===== config.mk =====
export PLATFORM = sky130hd
export DESIGN_NAME = qspi_rd_ctrl
export DESIGN_NICKNAME = d
export VERILOG_FILES = /design/src/rtl/qspi_rd_ctrl.sv
export SDC_FILE = /design/constraint.sdc
export NUM_CORES = 1
export LEC_CHECK = 0
export CORE_UTILIZATION = 30
export DETAILED_ROUTE_END_ITERATION = 8
export PLACE_DENSITY = 0.54
export REMOVE_ABC_BUFFERS = 1
export SETUP_SLACK_MARGIN = 0.15
export SLEW_MARGIN = 0
export SYNTH_ARGS = -nofsm -noshare
export SYNTH_HDL_FRONTEND = slang
export SYNTH_SLANG_ARGS = --single-unit

===== constraint.sdc =====
create_clock -name clk_i -period 6.6 [get_ports clk_i]
set_input_delay 1.32 -clock clk_i [delete_from_list [all_inputs] [get_ports clk_i]]
set_output_delay 1.32 -clock clk_i [all_outputs]
set_load 0.02 [all_outputs]

===== src/rtl/qspi_rd_ctrl.sv =====
// rtl/qspi_rd_ctrl.sv - quad-SPI flash single-word read controller (0xEB quad I/O fast read)
//
// Turns one 32-bit read request into a full quad I/O fast-read transaction:
// 8 command clocks (single line), 6 address clocks, 2 mode clocks, 4 dummy
// clocks and 8 data clocks, then returns the assembled word.
//
// Ports:
//   clk_i, rst_ni            clock, synchronous active-low reset
//   req_valid_i/req_ready_o  request handshake (ready only in IDLE)
//   req_addr_i               byte address, [23:0] sent on the bus
//   rsp_valid_o              one-cycle response pulse
//   rsp_rdata_o, rsp_err_o   response word (held) and error flag
//   busy_o                   controller not idle
//   qspi_io_i/o/t            quad data lines in/out, per-line release (1 = released)
//   qspi_ck_o, qspi_cs_o     flash clock (mode 0) and active-low chip select
//
// Optional feature macro: QSPI_RD_CTRL_ADDR_CHK_EN (reject unaligned or
// out-of-range addresses without touching the bus).

module qspi_rd_ctrl #(
    parameter int unsigned CLK_DIV   = 2,
    parameter int unsigned CS_IDLE   = 2,
    parameter logic [7:0]  MODE_BYTE = 8'hF0
) (
    input  logic        clk_i,
    input  logic        rst_ni,
    input  logic        req_valid_i,
    output logic        req_ready_o,
    input  logic [31:0] req_addr_i,
    output logic        rsp_valid_o,
    output logic [31:0] rsp_rdata_o,
    output logic        rsp_err_o,
    output logic        busy_o,
    input  logic [3:0]  qspi_io_i,
    output logic [3:0]  qspi_io_o,
    output logic [3:0]  qspi_io_t,
    output logic        qspi_ck_o,
    output logic        qspi_cs_o
);

    typedef enum logic [2:0] {
        S_IDLE,
        S_CMD,
        S_ADDR,
        S_MODE,
        S_DUMMY,
        S_DATA,
        S_GAP
    } state_e;

    localparam int unsigned DIV_W = (CLK_DIV > 1) ? $clog2(CLK_DIV) : 1;
    localparam int unsigned GAP_W = (CS_IDLE > 1) ? $clog2(CS_IDLE) : 1;
    localparam logic [DIV_W-1:0] DIV_LAST    = DIV_W'(CLK_DIV - 1);
    localparam logic [GAP_W-1:0] GAP_LAST    = GAP_W'(CS_IDLE - 1);
    localparam logic [7:0]       CMD_QIO_RD  = 8'hEB;
    localparam logic [4:0]       LAST_PERIOD = 5'd27;

    state_e             state_q;
    logic [DIV_W-1:0]   div_q;
    logic [GAP_W-1:0]   gap_q;
    logic [4:0]         per_q;
    logic [4:0]         per_d;
    logic [23:0]        addr_q;
    logic [31:0]        sh_q;
    logic               ck_q;
    logic               cs_q;
    logic [3:0]         io_o_q;
    logic [3:0]         io_t_q;
    logic               rsp_valid_q;
    logic [31:0]        rsp_rdata_q;
    logic               rsp_err_q;
    logic               addr_bad;

`ifdef QSPI_RD_CTRL_ADDR_CHK_EN
    assign addr_bad = (req_addr_i[1:0] != 2'b00) || (req_addr_i[31:24] != 8'h00);
`else
    logic unused_addr_hi;
    assign addr_bad       = 1'b0;
    assign unused_addr_hi = ^req_addr_i[31:24];
`endif

    assign per_d = per_q + 5'd1;

    // Which bus phase a given ck period (0..27) belongs to.
    function automatic state_e phase_of(input logic [4:0] p);
        if (p < 5'd8)  return S_CMD;
        if (p < 5'd14) return S_ADDR;
        if (p < 5'd16) return S_MODE;
        if (p < 5'd20) return S_DUMMY;
        return S_DATA;
    endfunction

    // Pin values for ck period p: returns {io_t, io_o}.
    function automatic logic [7:0] lane_drive(input logic [4:0] p, input logic [23:0] a);
        logic [3:0] o;
        logic [3:0] t;
        o = 4'h0;
        t = 4'hF;
        if (p < 5'd8) begin
            // Command goes out single-line on io[0]; other lines stay released.
            o = {3'b000, CMD_QIO_RD[3'd7 - p[2:0]]};
            t = 4'b1110;
        end else if (p < 5'd16) begin
            t = 4'h0;
            case (p)
                5'd8:    o = a[23:20];
                5'd9:    o = a[19:16];
                5'd10:   o = a[15:12];
                5'd11:   o = a[11:8];
                5'd12:   o = a[7:4];
                5'd13:   o = a[3:0];
                5'd14:   o = MODE_BYTE[7:4];
                default: o = MODE_BYTE[3:0];
            endcase
        end
        return {t, o};
    endfunction

    always_ff @(posedge clk_i) begin
        if (!rst_ni) begin
            state_q     <= S_IDLE;
            div_q       <= '0;
            gap_q       <= '0;
            per_q       <= '0;
            addr_q      <= '0;
            sh_q        <= '0;
            ck_q        <= 1'b0;
            cs_q        <= 1'b1;
            io_o_q      <= 4'h0;
            io_t_q      <= 4'hF;
            rsp_valid_q <= 1'b0;
            rsp_rdata_q <= '0;
            rsp_err_q   <= 1'b0;
        end else begin
            rsp_valid_q <= 1'b0;
            case (state_q)
                S_IDLE: begin
                    if (req_valid_i) begin
                        if (addr_bad) begin
                            // Rejected request: answer immediately, bus untouched.
                            state_q     <= S_GAP;
                            gap_q       <= GAP_LAST;
                            rsp_valid_q <= 1'b1;
                            rsp_err_q   <= 1'b1;
                            rsp_rdata_q <= '0;
                        end else begin
                            state_q            <= S_CMD;
                            cs_q               <= 1'b0;
                            ck_q               <= 1'b0;
                            div_q              <= '0;
                            per_q              <= '0;
                            addr_q             <= req_addr_i[23:0];
                            {io_t_q, io_o_q}   <= lane_drive(5'd0, req_addr_i[23:0]);
                        end
                    end
                end
                S_GAP: begin
                    if (gap_q == '0) begin
                        state_q <= S_IDLE;
                    end else begin
                        gap_q <= gap_q - 1'b1;
                    end
                end
                default: begin
                    if (div_q == DIV_LAST) begin
                        div_q <= '0;
                        ck_q  <= ~ck_q;
                        if (!ck_q) begin
                            // Rising ck edge: flash samples our lines, we sample theirs.
                            if (state_q == S_DATA) begin
                                sh_q <= {sh_q[27:0], qspi_io_i};
                            end
                        end else if (per_q == LAST_PERIOD) begin
                            // Final falling edge ends the transaction.
                            state_q     <= S_GAP;
                            gap_q       <= GAP_LAST;
                            cs_q        <= 1'b1;
                            io_o_q      <= 4'h0;
                            io_t_q      <= 4'hF;
                            rsp_valid_q <= 1'b1;
                            rsp_err_q   <= 1'b0;
                            // Bytes arrive in address order, high nibble first.
                            rsp_rdata_q <= {sh_q[7:0], sh_q[15:8], sh_q[23:16], sh_q[31:24]};
                        end else begin
                            // Falling ck edge: move to the next period's pin values.
                            per_q            <= per_d;
                            state_q          <= phase_of(per_d);
                            {io_t_q, io_o_q} <= lane_drive(per_d, addr_q);
                        end
                    end else begin
                        div_q <= div_q + 1'b1;
                    end
                end
            endcase
        end
    end

    assign req_ready_o = (state_q == S_IDLE);
    assign busy_o      = (state_q != S_IDLE);
    assign rsp_valid_o = rsp_valid_q;
    assign rsp_rdata_o = rsp_rdata_q;
    assign rsp_err_o   = rsp_err_q;
    assign qspi_io_o   = io_o_q;
    assign qspi_io_t   = io_t_q;
    assign qspi_ck_o   = ck_q;
    assign qspi_cs_o   = cs_q;

endmodule


-- Yosys cells after proc, flatten, opt, wreduce, memory -nomap -nowiden
Memory sizes are Yosys's and may differ from the RTL's.
Cells that the tools add are included.
W data, S select, Z words.
- word-level logic and storage cells: 140
- input bits: 39
- output and inout port bits: 46
- register bits: 109
- memory bits (writable): 0
- bits in latches: 0
- memories kept: 1
- memory bits (read-only): 8
- order comparisons: 5
- bitwise gates (word level): 6
- equality and inequality tests: 13
- multipliers: 0
- reductions and logical operators: 22
- add/sub/neg operators: 4
- mux-type cells: 77
- divide/modulo/power cells: 0
- shift-type cells: 0
- memory list (memory ; depth ; width ; rd ports ; clocked after memory_dff ; write ports ; line ; text):
    (no name shown) ; 8 ; 1 ; 1 ; 0 ; 0 ; 101 ; o = {3'b000, CMD_QIO_RD[3'd7 - p[2:0]]};
- operators by type and width (operator ; number):
    $mux W4 ; 12
    $mux W1 ; 39
    $mux W3 ; 13
    $eq A5 B4 Y1 const B ; 7
    $pmux W4 S7 ; 1
    $mux W5 ; 4
    $reduce_and A4 Y1 ; 5
    $pmux W4 S2 ; 2
    $reduce_bool A2 Y1 ; 6
    $lt A5 B4 Y1 const B ; 2
    $lt A5 B5 Y1 const B ; 2
    $pmux W5 S2 ; 1
    $reduce_and A5 Y1 ; 2
    $reduce_bool A3 Y1 ; 3
    $pmux W1 S2 ; 4
    $eq A3 B3 Y1 const B ; 2
    $ne A2 B2 Y1 const B ; 3
    $not A1 Y1 ; 6
    $pmux W3 S2 ; 1
    $add A5 B1 Y5 const B ; 1
    $eq A5 B5 Y1 const B ; 1
    $reduce_or A5 Y1 ; 1
    $lt A3 B4 Y1 const B ; 1
    $reduce_and A2 Y1 ; 2
    6 further kinds ; 6

-- Logic depth before layout (Yosys ltp)
Gate-level depths: netlist (run 1).
- depth after elaboration: 37
- mapped depth: 8

-- Worst setup path before layout (run 1)
Ideal clock, no wire load.
- path kind: reg2out
- from: register state_q[1]
- to: output busy_o
- cell stages (with the launch flop): 4
- arrival time: 1598 ps
- setup slack: 3682 ps
- path buffers: 1
- path through: dfxtp_1 buf_2 nor3_1 inv_1
- cells in the longest elaborated chain, start to end: 1
- ends and longest elaborated chain (item ; line ; text):
    from (decl) ; 58 ; state_e state_q;
    from (signal assigned) ; 187 ; state_q <= phase_of(per_d);
    $reduce_bool A3 Y1 ; 199 ; assign busy_o = (state_q != S_IDLE);
    to (decl) ; 33 ; output logic busy_o,
No other way between the ends.

-- Final worst setup path (run 1)
- from: register state_q[0]
- to: output busy_o
Same word-level chain as after synthesis.

==> run summary, run 1 <==
The flow ran to the end, and the final reports show no timing, DRC or antenna violations. The hold violation count in the final report came out at 0. The max-slew violation total from the final report is 0. The final critical-path required period is 3.61 ns. The number of buffers inserted for hold repair after clock tree synthesis is 0. In the post-synthesis netlist, the biggest area contributors are dfxtp_1, nand2_1, a21oi_1, nand3_1, clkbuf_1. The transition time at the pin with the least slew margin is 0.813 ns. After the last flow step, the layout net total stands at 658.

The number of antenna violations at the first check in global routing came out at 0. Of all cell types, the one taking the most synthesized area is dfxtp_1. The I/O pin count came out at 85. The first routing iteration left 250 violations.

The final-layout fill cell count came out at 1507. The tightest slew margin relative to the limit is 0.457. The layout overhead on the synthesized area is 25.6%. The latest clock arrival within the worst-skew pair came out at roughly 0.36 ns.

The routed length per placed instance is between 10 and 15 um. TritonCTS built the clock tree. The synthesized netlist contains between 40 and 50 unique library cells. The buffers inserted during post-CTS setup optimization came out at 0. In this run the core area contains 44 standard-cell rows. The top cell type's share of synthesized area came out at 0.482. The end-of-flow core utilization came out at 0.386. The synthesized area divided by synthesized cell count is 7.85 um^2. The clock tree skew after final layout came out at 0.0113 ns. The initial core utilization is 0.307. The routed layout has 4043 vias. The floorplan step set the die width to 124 um. The worst-case hold slack is 0.455 ns.

The via density per instance came out at just over 5. The cell area after synthesis came out at 4450 um^2. The synthesized design contains 107 register bits.

The via count of the first global-routing pass came out at approximately 3800. The HPWL after detailed placement is 7130 um. The final routed wirelength across all metal layers is 11300 um. The clock input transition at the sequential cells of the worst setup and hold paths came out at 0.07 ns. The portion of the clock cycle consumed by the worst path in the final layout is 0.547. Setup violations remaining at the end of the flow were counted as 0. The largest net degree at the start of global routing is 68. The quantity of I/O buffers inserted on ports came out at 75.

The element type at the critical path start is a register. The number of maximum-capacitance constraint violations came out at 0. Before CTS, the worst setup slack after placement is 3.16 ns. No sink is reached through more buffers than the 2 on the longest clock path.

The primary flip-flop cell chosen by synthesis mapping is dfxtp_1. The count of flip-flops with a built-in enable after synthesis is 0. Data on the critical path is required at its endpoint by 5.28 ns. Once placement finished, the instance area stood at 5270 um^2. The global-route total usage across every layer came out at 0.154. After synthesis, the share of flip-flops with an asynchronous set or reset is 0.

The least setup slack across all paths after layout came out at 2.99 ns. From bottom edge to top edge, the die measures 124 um. The share of the Yosys chip area taken by registers is 0.482. The master cell of the clock root buffer is clkbuf_16. The number of warnings issued by yosys is 0. After detailed routing, the number of remaining DRC violations is 0. The largest fanout on the critical path is 14. The leakage component of the power is about 1.9 nW. The global placer's final weighted congestion came out at roughly 0.80.

0 antenna diodes ended up in the layout. The remaining global-route overflow came out at 0. The top achievable clock speed came out at 277 MHz.

The critical path is of the register to output port type. The number of H-tree branching levels came out at 3. In the final layout, the share of cells above drive strength 1 is 0.0518. The number of iterations in the first detailed-routing pass came out at 5. The path class of the lowest-slack min-delay path is register to register. The count of antenna-violating nets left after detailed routing is 0. Setup repair after global routing left no endpoint under its margin. In this run, post-CTS repair resized a total of 0 instances. In this run the power density over the cells is 239 nW/um^2.

The total negative setup slack is 0 ns. STA classifies the critical path endpoint as an output port. The core outline area came out at between 10000 and 15000 um^2.

The floorplan die area came out at between 15000 and 20000 um^2. The clock buffer count from CTS is 9. Once layout is done, the placed cells without fillers occupy 5580 um^2. The worst-case IR drop observed on VDD is 0.000205 V. The synthesized instance count came out at 566. The first global-routing pass estimated 18300 um of wire.

The total clock sinks is around 110. The data arrival at the endpoint of the critical path came out at 2.29 ns.
layout by cell type, fill, tap and decap left out, types with 3 or more instances in the layout:
cell type	count
nor2b_1	3
or3_1	3
dfxtp_1	107
a31oi_1	7
inv_1	5
a32o_1	3
clkdlybuf4s50_1	75
xor2_1	4
nor2_1	18
buf_4	7
nand3_1	37
a221oi_1	3
ha_1	6
a21oi_1	99
nand2_1	166
o21ai_0	10
mux2_2	3
clkbuf_16	9
a22oi_1	5
o22ai_1	3
cells in the mapped netlist, types with 4 or more instances:
library cell	instances
nand2_1	166
dfxtp_1	107
a21oi_1	99
nand3_1	37
clkbuf_1	34
nor2_1	19
o21ai_0	10
a31oi_1	7
buf_2	7
ha_1	6
a22oi_1	5
inv_1	5
xor2_1	4
per-layer routing:
metal  global-route usage  share of wire
met5                    0              0
met1                0.188           0.47
met4               0.0482          0.011
met3               0.0549          0.068
met2                0.253           0.45
registers in the layout, summed over array words and instances, names as in the netlist:
signal	count
qspi_ck_o	1
rsp_valid_o	1
qspi_io_t	2
div_q	1
state_q	3
qspi_cs_o	1
addr_q	24
qspi_io_o	4
gap_q	1
rsp_rdata_o	32
per_q	5
sh_q	32
worst paths after layout:
check                                start           end  slack [ns]  cells past startpoint
worst max register to register    per_q[1]  qspi_io_o[0]        3.86                      7
worst max-delay path            state_q[0]        busy_o        2.99                      3
worst min-delay path            addr_q[23]    addr_q[23]        0.45                      2
worst min register to register  addr_q[23]    addr_q[23]        0.45                      2
per-stage QoR:
| stage | power, W | cells |
|---|---|---|
| floorplan | 0.000740 | 520 |
| global placement | 0.000786 | 786 |
| detailed placement | 0.000788 | 786 |
| CTS | 0.00136 | 802 |
| global route | 0.00139 | 802 |
| finish | 0.00134 | 802 |
cell families after synthesis:
family / after synthesis / synth area share
buffers and inverters: 52 / 0.0518
adder cells (fa/ha/maj): 6 / 0.0169
other: 1 / 0.000844
flip-flops: 107 / 0.482
AO/OA/AOI/OAI: 145 / 0.191
multiplexers: 4 / 0.00985
XOR/XNOR: 5 / 0.00985
AND/OR/NAND/NOR: 246 / 0.238
worst max-delay path, stage by stage (launching register included):
cell and delay [ns]:
dfxtp_1 0.46, nor3_1 0.65, inv_1 0.23, clkdlybuf4s50_1 0.60
power by group:
group / leakage [nW] / switching, W / internal, W
Combinational: 0.840 / 0.0000573 / 0.0000436
Clock: 0.152 / 0.000253 / 0.000310
Sequential: 0.867 / 0.0000125 / 0.000660
Total: 1.86 / 0.000322 / 0.00101
final cells by class:
cell class | count | area, um^2 | share of cell area
Timing Repair Buffer | 82 | 803 | 0.144
Multi-Input combinational cell | 407 | 2080 | 0.372
Clock inverter | 5 | 67.6 | 0.0121
Sequential cell | 107 | 2140 | 0.384
Clock buffer | 11 | 243 | 0.0435
Tap cell | 184 | 230 | 0.0412
Inverter | 6 | 22.5 | 0.00403
Note: power is estimated with default switching activity, not from simulation.
==> inputs of run 2 (changes only) <==
- clock period: 6.6 -> 3.5 ns (I/O delays scaled with it)
==> run 2 against run 1 <==
Against the previous run:
- wire length is essentially flat
- register-to-register slack lost 3.0 ns
- final area grew 0.47%
- first-iteration DRC count grew 12%
- combinational power grew 92%
- power grew 89%
- clock skew shrank 0.0032 ns
- critical path depth grew 1
- critical path type unchanged
==> run summary, run 2 (synthesis gave the netlist of run 1 again) <==
The clock tree skew after final layout came out at 0.00807 ns (was 0.0113 ns). The final routed wirelength across all metal layers is 11300 um (about the same). The category of the most critical setup path is register to output port (unchanged). The violation count after the first detailed-route iteration came out at 279 (was 250). The largest net degree at the start of global routing came out at 62 (was 68). The number of buffers inserted for hold repair after clock tree synthesis is 0 (unchanged). The worst endpoint required time came to 2.80 ns (was 5.28 ns). The transition time at the pin with the least slew margin came out at 0.821 ns (was 0.813 ns). The total clock sinks is 107 (unchanged). The overall power consumption is 0.00252 W (was 0.00134 W).

The clock input transition at the sequential cells of the worst setup and hold paths was 0.08 ns (was 0.07 ns). The core outline area came out at 14500 um^2 (unchanged). The quantity of I/O buffers inserted on ports is 75 (unchanged). The HPWL after detailed placement is 7260 um (was 7130 um). The top achievable clock speed came out at approximately 370 MHz.

The number of failing setup endpoints in the final timing report is 0 (unchanged). The cell at the slowest stage of the critical path was dfxtp_1 (was nor3_1). The global placer's final weighted congestion came to 0.820 (was 0.802).

The global-route total usage across every layer is 0.154 (about the same). The most common library cell in the layout ignoring fill and taps is nand2_1 (unchanged). RSZ-0062 raised after global routing: no (unchanged). The post-placement cell count is 788 (was 786). The latest clock arrival within the worst-skew pair is 0.35 ns (was 0.36 ns).

The worst path buffer plus inverter count is 3 (was 2). Ordered list of cells on the worst path: nor3_1, buf_4, inv_1, clkdlybuf4s50_1 (was nor3_1, inv_1, clkdlybuf4s50_1). The number of placement rows came out at 44 (unchanged). The tightest slew margin relative to the limit is 0.451 (was 0.457). The hold violation count in the final report was 0 (unchanged). The detailed-routing wirelength on met1 is 5460 um (was 5280 um). The portion of the clock cycle consumed by the worst path in the final layout is 0.773. The end-of-flow core utilization is 0.387 (was 0.386). The path class of the lowest-slack min-delay path is register to register (unchanged). The fraction of final layout cells sized beyond drive strength 1 came out at 0.0548 (was 0.0518).

The largest stage delay on the critical path came to 0.64 ns (was 0.65 ns). The data arrival at the endpoint of the critical path is 2.01 ns (was 2.29 ns). The I/O pin count is 85 (unchanged). The count of inserted antenna diode cells is 0 (unchanged). The post-cts resize count was 0 (unchanged).

The element type at the critical path start is a register (unchanged). The number of H-tree branching levels came to 3 (unchanged). The TritonCTS clock tree is done (unchanged). The wire length on met2 was 5040 um (was 5130 um). The number of antenna violations at the first check in global routing came out at 0 (unchanged). The maximum number of buffers from clock root to sink came out at 2 (unchanged). The count of antenna-violating nets left after detailed routing came out at 0 (unchanged). The routed length on met3 is 634 um (was 773 um). The remaining global-route overflow came to 0 (unchanged). The maximum vdd ir drop was 0.000296 V (was 0.000205 V). The largest fanout on the critical path came out at 14 (unchanged). The via density per instance came out at 4.96 (was 5.04). The worst slack at placement is 0.829 ns (was 3.16 ns). The least setup slack across all paths after layout came out at 0.794 ns (was 2.99 ns). The via count of the first global-routing pass came out at 3845 (was 3806).

The number of DRC violations after detailed routing is 0 (unchanged). The endpoint kind of the worst setup timing path is an output port (unchanged). The number of iterations in the first detailed-routing pass came to 4 (was 5).

The clock buffer count from CTS is 9 (unchanged). The buffers inserted during post-CTS setup optimization was 0 (unchanged). The floorplan die area was 15300 um^2 (unchanged). The max-slew violation total from the final report came out at 0 (unchanged). The post-layout instance count excluding filler cells was 804 (was 802).

The layout overhead on the synthesized area is 26.2% (was 25.6%). The number of maximum-capacitance constraint violations came out at 0 (unchanged). The leakage component of the power was 1.87 nW (was 1.86 nW). The layout net count is 660 (was 658). The total negative setup slack is 0 ns (unchanged).

The height of the die came out at 124 um (unchanged). The initial core utilization came out at 0.307 (unchanged). The final critical-path required period is 2.71 ns. Result of the run: finished clean (unchanged). The routed length per placed instance was 14.1 um (about the same).

The family with the most delay on the worst path is buffers and inverters (unchanged). The via count came to 3984 (was 4043). The highest metal layer with signal wires is met4 (unchanged). The first-pass GRT wire length was 18500 um (was 18300 um). The power density normalized to cell area was 449 nW/um^2 (was 239 nW/um^2). The width of the die came out at 124 um (unchanged).

The master cell of the clock root buffer was clkbuf_16 (unchanged). Most frequent cells in the layout: nand2_1, dfxtp_1, a21oi_1, clkdlybuf4s50_1, nand3_1 (unchanged).
==> run 2: path summary, 6_finish.rpt <==
| kind | from | depth (start not counted) | slack [ns] | end |
|---|---|---|---|---|
| min reg2reg | rsp_rdata_o[6] | 2 | 0.46 | rsp_rdata_o[6] |
| max reg2reg | per_q[1] | 7 | 0.85 | qspi_io_o[1] |
| min | rsp_rdata_o[6] | 2 | 0.46 | rsp_rdata_o[6] |
| max | state_q[0] | 4 | 0.79 | busy_o |
==> run 2: layout make-up <==
| cell class | count | area (um^2) |
|---|---|---|
| Sequential cell | 107 | 2140 |
| Fill cell | 1492 | 8870 |
| Timing Repair Buffer | 84 | 831 |
| Multi-Input combinational cell | 407 | 2080 |
| Inverter | 6 | 22.5 |
| Tap cell | 184 | 230 |
| Clock inverter | 5 | 66.3 |
| Clock buffer | 11 | 243 |
==> run 2: worst register-to-register path, cell delays in order (launching register included) <==
cell and delay [ns]:
dfxtp_1 0.51, ha_1 0.46, xor2_1 0.37, buf_4 0.27, mux2_2 0.36, a221oi_1 0.29
nor2_1 0.07, a32o_1 0.21
==> run 2: metal layers <==
metal / track usage / up-vias
met3: 0.0421 / 11
met4: 0.0542 / 0
met1: 0.195 / 1867
li1: - / 2015
met2: 0.249 / 91
met5: 0 / -
==> run 2: per-stage QoR <==
stage / hold WS (ns) / instance area [um^2]
floorplan: 0.433 / 4240
finish: 0.456 / 5610
CTS: 0.460 / 5610
detailed placement: 0.449 / 5300
global placement: 0.441 / 5300
global route: 0.479 / 5610
==> run 2: report_power, final <==
group	internal, W	switching, W
clock	0.000585	0.000473
sequential	0.00124	0.0000236
combinational	0.0000866	0.000107
==> inputs of run 3 (changes only) <==
- PLACE_DENSITY: 0.54 -> 0.56
- clock period: 3.5 -> 2.18 ns (I/O delays scaled with it)
==> run 3 against run 2 <==
Against the previous run:
- die area unchanged
- power increased by 54%
- setup slack lost 0.57 ns
- final area grew 2.5%
- largest power group unchanged
==> run summary, run 3 (synthesis gave the netlist of run 1 again) <==
The tightest slew margin relative to the limit came out at 0.579 (was 0.451). The category of the most critical setup path is register to register (was register to output port). The floorplan die area came to 15300 um^2 (unchanged). The number of H-tree branching levels is 3 (unchanged). The data arrival at the endpoint of the critical path is 2.20 ns (was 2.01 ns).

The I/O pin count is 85 (unchanged). The number of iterations in the first detailed-routing pass is 4 (unchanged). The overall power consumption came out at 0.00389 W (was 0.00252 W). The final routed wirelength across all metal layers came out at 11200 um (was 11300 um). The worst slack at placement came out at 0.0122 ns (was 0.829 ns). The largest fanout on the critical path came out at 14 (unchanged). The switching share of power came out at 0.245 (was 0.240). The latest clock arrival within the worst-skew pair came out at 0.35 ns (about the same). The number of placement rows is 44 (unchanged). The cell at the slowest stage of the critical path is mux2_2 (was dfxtp_1). The HPWL after detailed placement is 7280 um (was 7260 um). The height of the die came out at 124 um (unchanged). The global-route total usage across every layer came out at 0.153 (was 0.154).

The total negative setup slack was 0 ns (unchanged). The path class of the lowest-slack min-delay path is register to register (unchanged). The initial core utilization is 0.307 (unchanged). The layout net count is 677 (was 660). The core outline area is 14500 um^2 (unchanged). The maximum vdd ir drop came out at 0.000498 V (was 0.000296 V). The first-pass GRT wire length is 18200 um (was 18500 um). The most common library cell in the layout ignoring fill and taps was nand2_1 (unchanged). The number of DRC violations after detailed routing is 0 (unchanged). The clock input transition at the sequential cells of the worst setup and hold paths is 0.07 ns (was 0.08 ns).

The share of power burned in combinational logic came out at 0.087 (was 0.077). The hold path startpoint was rsp_rdata_o[7] (was rsp_rdata_o[6]). The master cell of the clock root buffer is clkbuf_16 (unchanged).

The fraction of final layout cells sized beyond drive strength 1 was 0.0911 (was 0.0548). Most frequent cells in the layout: nand2_1, dfxtp_1, a21oi_1, clkdlybuf4s50_1, nand3_1 (unchanged). The origin of the worst setup path is per_q[0] (was state_q[0]).

The violation count after the first detailed-route iteration was 200 (was 279). The number of failing setup endpoints in the final timing report came out at 0 (unchanged). Result of the run: finished clean (unchanged).

The element type at the critical path start is a register (unchanged). The remaining global-route overflow came out at 0 (unchanged). The routed design could run at a clock period as short as between 1.5 and 2 ns. The buffers inserted during post-CTS setup optimization came out at 0 (unchanged). The total clock sinks came out at 107 (unchanged).

The post-placement cell count is 805 (was 788). The number of maximum-capacitance constraint violations came out at 0 (unchanged). The relative contribution of sequential cells to total power came out at 0.520 (was 0.503). The startpoint of the worst-slack reg-to-reg timing path was per_q[0] (was per_q[1]). The least setup slack across all paths after layout came out at 0.227 ns (was 0.794 ns). The global placer's final weighted congestion is 0.848 (was 0.820). The power density normalized to cell area is 677 nW/um^2 (was 449 nW/um^2). The number of buffers inserted for hold repair after clock tree synthesis came out at 0 (unchanged). The via count of the first global-routing pass is 3814 (was 3845).

Ordered list of cells on the worst path: ha_1, xor2_2, buf_6, mux2_2, a221oi_1, nor2_1, a32o_1 (was nor3_1, buf_4, inv_1, clkdlybuf4s50_1). The endpoint kind of the worst setup timing path was a register (was output port). RSZ-0062 raised after global routing: yes (was no). The worst path buffer plus inverter count came out at 1 (was 3). The layout overhead on the synthesized area is 29.3% (was 26.2%).

The maximum number of buffers from clock root to sink came to 2 (unchanged). The number of antenna violations at the first check in global routing is 0 (unchanged). The clock tree skew after final layout is 0.00902 ns (was 0.00807 ns). The width of the die came out at 124 um (unchanged). The max-slew violation total from the final report is 0 (unchanged).

The count of antenna-violating nets left after detailed routing is 0 (unchanged). The leakage component of the power came out at 1.95 nW (was 1.87 nW). The hold violation count in the final report came out at 0 (unchanged). The end-of-flow core utilization came to 0.397 (was 0.387). The routed length per placed instance came out at 13.7 um (was 14.1 um).

The post-layout instance count excluding filler cells was 821 (was 804). The count of inserted antenna diode cells was 0 (unchanged). In the finished design, the share of the clock period the worst path needs comes to 0.896. The internal power component came to 0.00294 W (was 0.00192 W). The largest net degree at the start of global routing is 74 (was 62).

The TritonCTS clock tree is done (unchanged). The share of total power in the clock network is 0.393 (was 0.420). The clock buffer count from CTS was 9 (unchanged). The power dissipated by switching net loads was 0.000956 W (was 0.000604 W). The via density per instance is 4.89 (was 4.96).

The via count came out at 4016 (was 3984). The largest stage delay on the critical path is 0.35 ns (was 0.64 ns). The quantity of I/O buffers inserted on ports was 75 (unchanged). The worst endpoint required time came out at 2.42 ns (was 2.80 ns). The family with the most delay on the worst path was compound AO/OA/AOI/OAI gates (was buffers and inverters).

The transition time at the pin with the least slew margin is 0.632 ns (was 0.821 ns). The top achievable clock speed is 512 MHz.
run 3: worst min-delay path, delay by kind of cell (launching register included):
family | cells | cell delay (ns)
and+or+nand+nor | 1 | 0.05
AOI/OAI and AO/OA | 1 | 0.05
DFF | 1 | 0.31
run 3: power by group through the flow:
| stage | registers, W | logic (W) | clock network, W |
|---|---|---|---|
| after global placement | 0.00207 | 0.000336 | 0 |
| after detailed placement | 0.00207 | 0.000342 | 0 |
| after global routing | 0.00203 | 0.000375 | 0.00167 |
| after CTS | 0.00203 | 0.000341 | 0.00159 |
| after floorplan | 0.00208 | 0.000160 | 0 |
| final | 0.00203 | 0.000339 | 0.00153 |
run 3: layer usage:
| layer | vias up | global-route usage | share of wire |
|---|---|---|---|
| li1 | 2043 | - | - |
| met1 | 1869 | 0.195 | 0.47 |
| met2 | 97 | 0.250 | 0.46 |
| met3 | 7 | 0.0440 | 0.050 |
| met4 | 0 | 0.0407 | 0.011 |
| met5 | - | 0 | 0 |
run 3: repair_timing:
item | CTS | global route
endpoints found under the setup margin | 4 | 5
cloned | 0 | 0
pin swaps | 0 | 0
gates resized for setup | 5 | 5
run 3: area by class of cell:
| class | count | area [um^2] |
|---|---|---|
| sequential | 107 | 2140 |
| inverter | 6 | 22.5 |
| timing repair buffer | 101 | 960 |
| multi-input combinational | 407 | 2120 |
| clock buffer | 10 | 229 |
| fill | 1494 | 8730 |
| tap | 184 | 230 |
| clock inverter | 6 | 46.3 |
run 3: worst paths after layout:
check,end,slack (ns),cells past startpoint
worst min-delay path,rsp_rdata_o[7],0.46,2
worst max-delay path,qspi_io_o[1],0.23,7
worst min register to register,rsp_rdata_o[7],0.46,2
worst max register to register,qspi_io_o[1],0.23,7
run 3: per-stage QoR:
step	area [um^2]	hold slack, ns
after floorplan	4240	0.433
after global placement	5430	0.442
after detailed placement	5430	0.447
after CTS	5720	0.458
after global routing	5750	0.471
final	5750	0.456
==> RTL change 1, RTL diff (settings of run 1) <==
Encoding of `state_e`: now one-hot (7 bits for 7 states).
--- a/src/rtl/qspi_rd_ctrl.sv
+++ b/src/rtl/qspi_rd_ctrl.sv
@@ -39,12 +39,12 @@
 );
 
-    typedef enum logic [2:0] {
-        S_IDLE,
-        S_CMD,
-        S_ADDR,
-        S_MODE,
-        S_DUMMY,
-        S_DATA,
-        S_GAP
+    typedef enum logic [6:0] {
+        S_IDLE  = 7'b0000001,
+        S_CMD   = 7'b0000010,
+        S_ADDR  = 7'b0000100,
+        S_MODE  = 7'b0001000,
+        S_DUMMY = 7'b0010000,
+        S_DATA  = 7'b0100000,
+        S_GAP   = 7'b1000000
     } state_e;
 
Check against the original RTL: no difference found for any inputs over 4 cycles, from zero or initial values and one cycle with rst_ni low; so few cycles prove little.
==> RTL change 1 against run 1 <==
Total power grew 3.3%. Via count down 1.5%. Synthesized cell count up 3.2%. Global-route usage is 1.6 points lower. Sequential cell count up 4. Wire length fell by 1.0%. Non-clock buffer count is 3 lower. Worst setup slack worse by 0.19 ns. Synthesized area grew 10%. Cell count up 6.0%. Clock power decreased by 2%. Cell area increased by 7.7%. Critical path depth grew 1. Combinational power increased by 27%. Critical path type unchanged. Critical endpoint unchanged.
==> RTL change 1: results (changes against run 1) <==
Placement
  • Placed Instances: 834 (+6.1%)
  • Setup WS pre-CTS: 3.17 ns (+0.0155 ns)

Setup path
  • R2R Path Start: per_q[0]
  • R2R cell count: 5 (-2)
  • Reg-to-reg endpoint: rsp_rdata_o[28]
  • Worst setup path startpoint: state_q[4]

Route
  • 1st-iter DRT viols: 331 (+32%)
  • Vias/cell: 4.68 (-7.1%)
  • DR pass1 iterations: 4 (-1)
  • M1 WL: 5.44 mm (+3.0%)
  • Wire length on met2: 5.21 mm (+1.5%)

Outcome
  • Status: finished clean

Global routing
  • Met3 usage: 0.0390 (-0.0160)
  • Number of global-route vias before repair: 3766 (-1.1%)
  • Gr usage total: 0.139 (-0.0157)
  • Met1 GRT Util: 0.175 (-0.0125)
  • Largest net degree at the start of global routing: 113 (+66%)

Pwr
  • Sw Ratio: 0.239 (-0.00192)
  • IR drop worst, VDD: 0.117 mV (-43%)

Synthesis
  • Gate Count Post-Synth: 584 (+3.2%)
  • Sequential share of the synthesized area: 0.453 (-0.0292)
  • Top cells by count, synth: nand2_1, dfxtp_1, a21boi_1

Finish
  • Share of layout cells above drive strength 1: 0.0584 (+0.00658)
  • Final net count: 674 (+2.4%)
  • Final Util: 0.377 (-0.00842)
RTL change 1: area by class of cell:
| cell class | count | area share |
|---|---|---|
| clock inverter | 6 | 0.0112 |
| inverter | 5 | 0.00312 |
| sequential | 111 | 0.369 |
| timing repair buffer | 79 | 0.129 |
| tap | 216 | 0.0449 |
| multi-input combinational | 423 | 0.403 |
| clock buffer | 10 | 0.0397 |
RTL change 1: worst reg2reg max path, delay by kind of cell, from the launching register on:
| family | cells | cell delay [ns] |
|---|---|---|
| flops | 1 | 0.55 |
| simple gates | 3 | 1.61 |
| fa+ha+maj | 1 | 0.52 |
| compound gates | 1 | 0.08 |
RTL change 1: kinds of logic (layout without fill, tap and decap cells):
logic type,after synthesis,after routing,share of synthesized area
simple gates,259,259,0.230
compound gates,151,151,0.233
flops,111,111,0.453
buf+inv,50,100,0.0566
fa+ha+maj,6,6,0.0153
xor+xnor,4,4,0.00714
mux,2,2,0.00408
other cells,1,1,0.000764
==> RTL change 2, RTL diff (settings of run 1) <==
Made on the original files. `CLK_DIV`: 2 -> 4.
--- a/src/rtl/qspi_rd_ctrl.sv
+++ b/src/rtl/qspi_rd_ctrl.sv
@@ -19,5 +19,5 @@
 
 module qspi_rd_ctrl #(
-    parameter int unsigned CLK_DIV   = 2,
+    parameter int unsigned CLK_DIV   = 4,
     parameter int unsigned CS_IDLE   = 2,
     parameter logic [7:0]  MODE_BYTE = 8'hF0
Behaviour: not the same (Yosys sat finds a counterexample within 4 cycles, from zero or initial values and one cycle with rst_ni low).
==> RTL change 2 against run 1 <==
Synthesized area grew 3.6%. Worst setup slack better by 0.40 ns. Wire length decreased by 3.2%. Largest cell class is now multi-input gates. Non-clock buffer count fell by 3. Total power fell by 4.1%. Cell area up 2.0%. Sequential cell count rose by 1. Combinational power decreased by 22%.
==> RTL change 2: results (changes against run 1) <==
Outcome
  • Status: finished clean

Global routing
  • Gr usage total: 0.140 (-0.0145)
  • GR Util met2: 0.226 (-0.0272)
  • Met3 usage: 0.0217 (-0.0333)
  • Global-route wire length before repair: 18.2 mm (-0.72%)
  • Met1 GRT Util: 0.190 (+0.00163)
  • Number of global-route vias before repair: 3803 (-0.079%)

Setup path
  • Reg2Reg Setup Slack: 4.20 ns (+0.34 ns)
  • CP Max Fanout: 11 (-3)
  • Reg-to-reg endpoint: state_q[0]
  • Worst path slowest cell: clkdlybuf4s50_1
  • R2R cell count: 6 (-1)

Route
  • WL met3: 419 um (-46%)
  • Wire per inst: 13.3 um (-5.8%)
  • M1 WL: 5.34 mm (+1.3%)
  • DR pass1 iterations: 4 (-1)
  • 1st-iter DRT viols: 264 (+5.6%)

Timing
  • Worst Clk Skew: 0.0101 ns (-0.00125 ns)
  • Crit share post-route: 0.487 (-0.0606)
  • Rel. slew slack: 0.365 (-0.0923)
  • Hold Slack: 0.456 ns (+0.00103 ns)

Placement
  • GPL Wtd Cong: 0.870 (+8.6%)
  • Hpwl dp: 7.34 mm (+3.0%)
  • Setup WS pre-CTS: 3.10 ns (-0.0578 ns)

Synthesis
  • Xor/xnor cell area share of the yosys netlist: 0.00543 (-0.00442)
  • Compound-cell area share of the yosys netlist: 0.196 (+0.00532)
  • Number of distinct library cells after synthesis: 62 (+27%)
  • Top cells by count, synth: nand2_1, a21oi_1, dfxtp_1
  • Adder-Cell Fraction of Synth Area: 0.0190 (+0.00213)

Pwr
  • IR drop worst, VDD: 0.110 mV (-46%)
  • Leak pwr: 1.88 nW (+1.2%)

Finish
  • Area grow syn2layout: 23.7%
  • Share of layout cells above drive strength 1: 0.0625 (+0.0107)
## RTL change 2: through the flow
| step | instances | area [um^2] | util |
|---|---|---|---|
| 2_1_floorplan | 545 | 4390 | - |
| 3_3_place_gp | 808 | 5400 | 0.366 |
| 3_5_place_dp | 808 | 5400 | 0.366 |
| 4_1_cts | 824 | 5700 | 0.386 |
| 5_1_grt | 824 | 5700 | 0.386 |
| 6_report | 824 | 5700 | 0.386 |
## RTL change 2: worst min path at each step
stage	from	end	cells past startpoint
detailed placement	addr_q[23]	addr_q[23]	2
floorplan	sh_q[28]	rsp_rdata_o[4]	2
CTS	addr_q[23]	addr_q[23]	2
global route	addr_q[19]	addr_q[19]	2
global placement	sh_q[28]	rsp_rdata_o[4]	2
finish	rsp_rdata_o[0]	rsp_rdata_o[0]	2
## RTL change 2: final cells by class
| class | count | area [um^2] |
|---|---|---|
| Clock inverter | 6 | 60.1 |
| Inverter | 12 | 45.0 |
| Clock buffer | 10 | 239 |
| Tap cell | 184 | 230 |
| Multi-Input combinational cell | 425 | 2180 |
| Timing Repair Buffer | 79 | 781 |
| Sequential cell | 108 | 2160 |
| Fill cell | 1581 | 9060 |
## RTL change 2: cell families after synthesis
kind of cell | Yosys count
DFF | 108
adders and majority gates | 7
other | 1
and+or+nand+nor | 254
buffers and inverters | 54
AOI/OAI and AO/OA | 156
xor gates and xnor gates | 2
muxes | 5
## RTL change 2: power groups by stage
| stage | clock network (mW) | logic, mW | registers (mW) |
|---|---|---|---|
| floorplan | 0 | 0.0389 | 0.688 |
| global placement | 0 | 0.0781 | 0.688 |
| detailed placement | 0 | 0.0789 | 0.688 |
| CTS | 0.544 | 0.0795 | 0.673 |
| global route | 0.566 | 0.0867 | 0.674 |
| finish | 0.530 | 0.0783 | 0.673 |
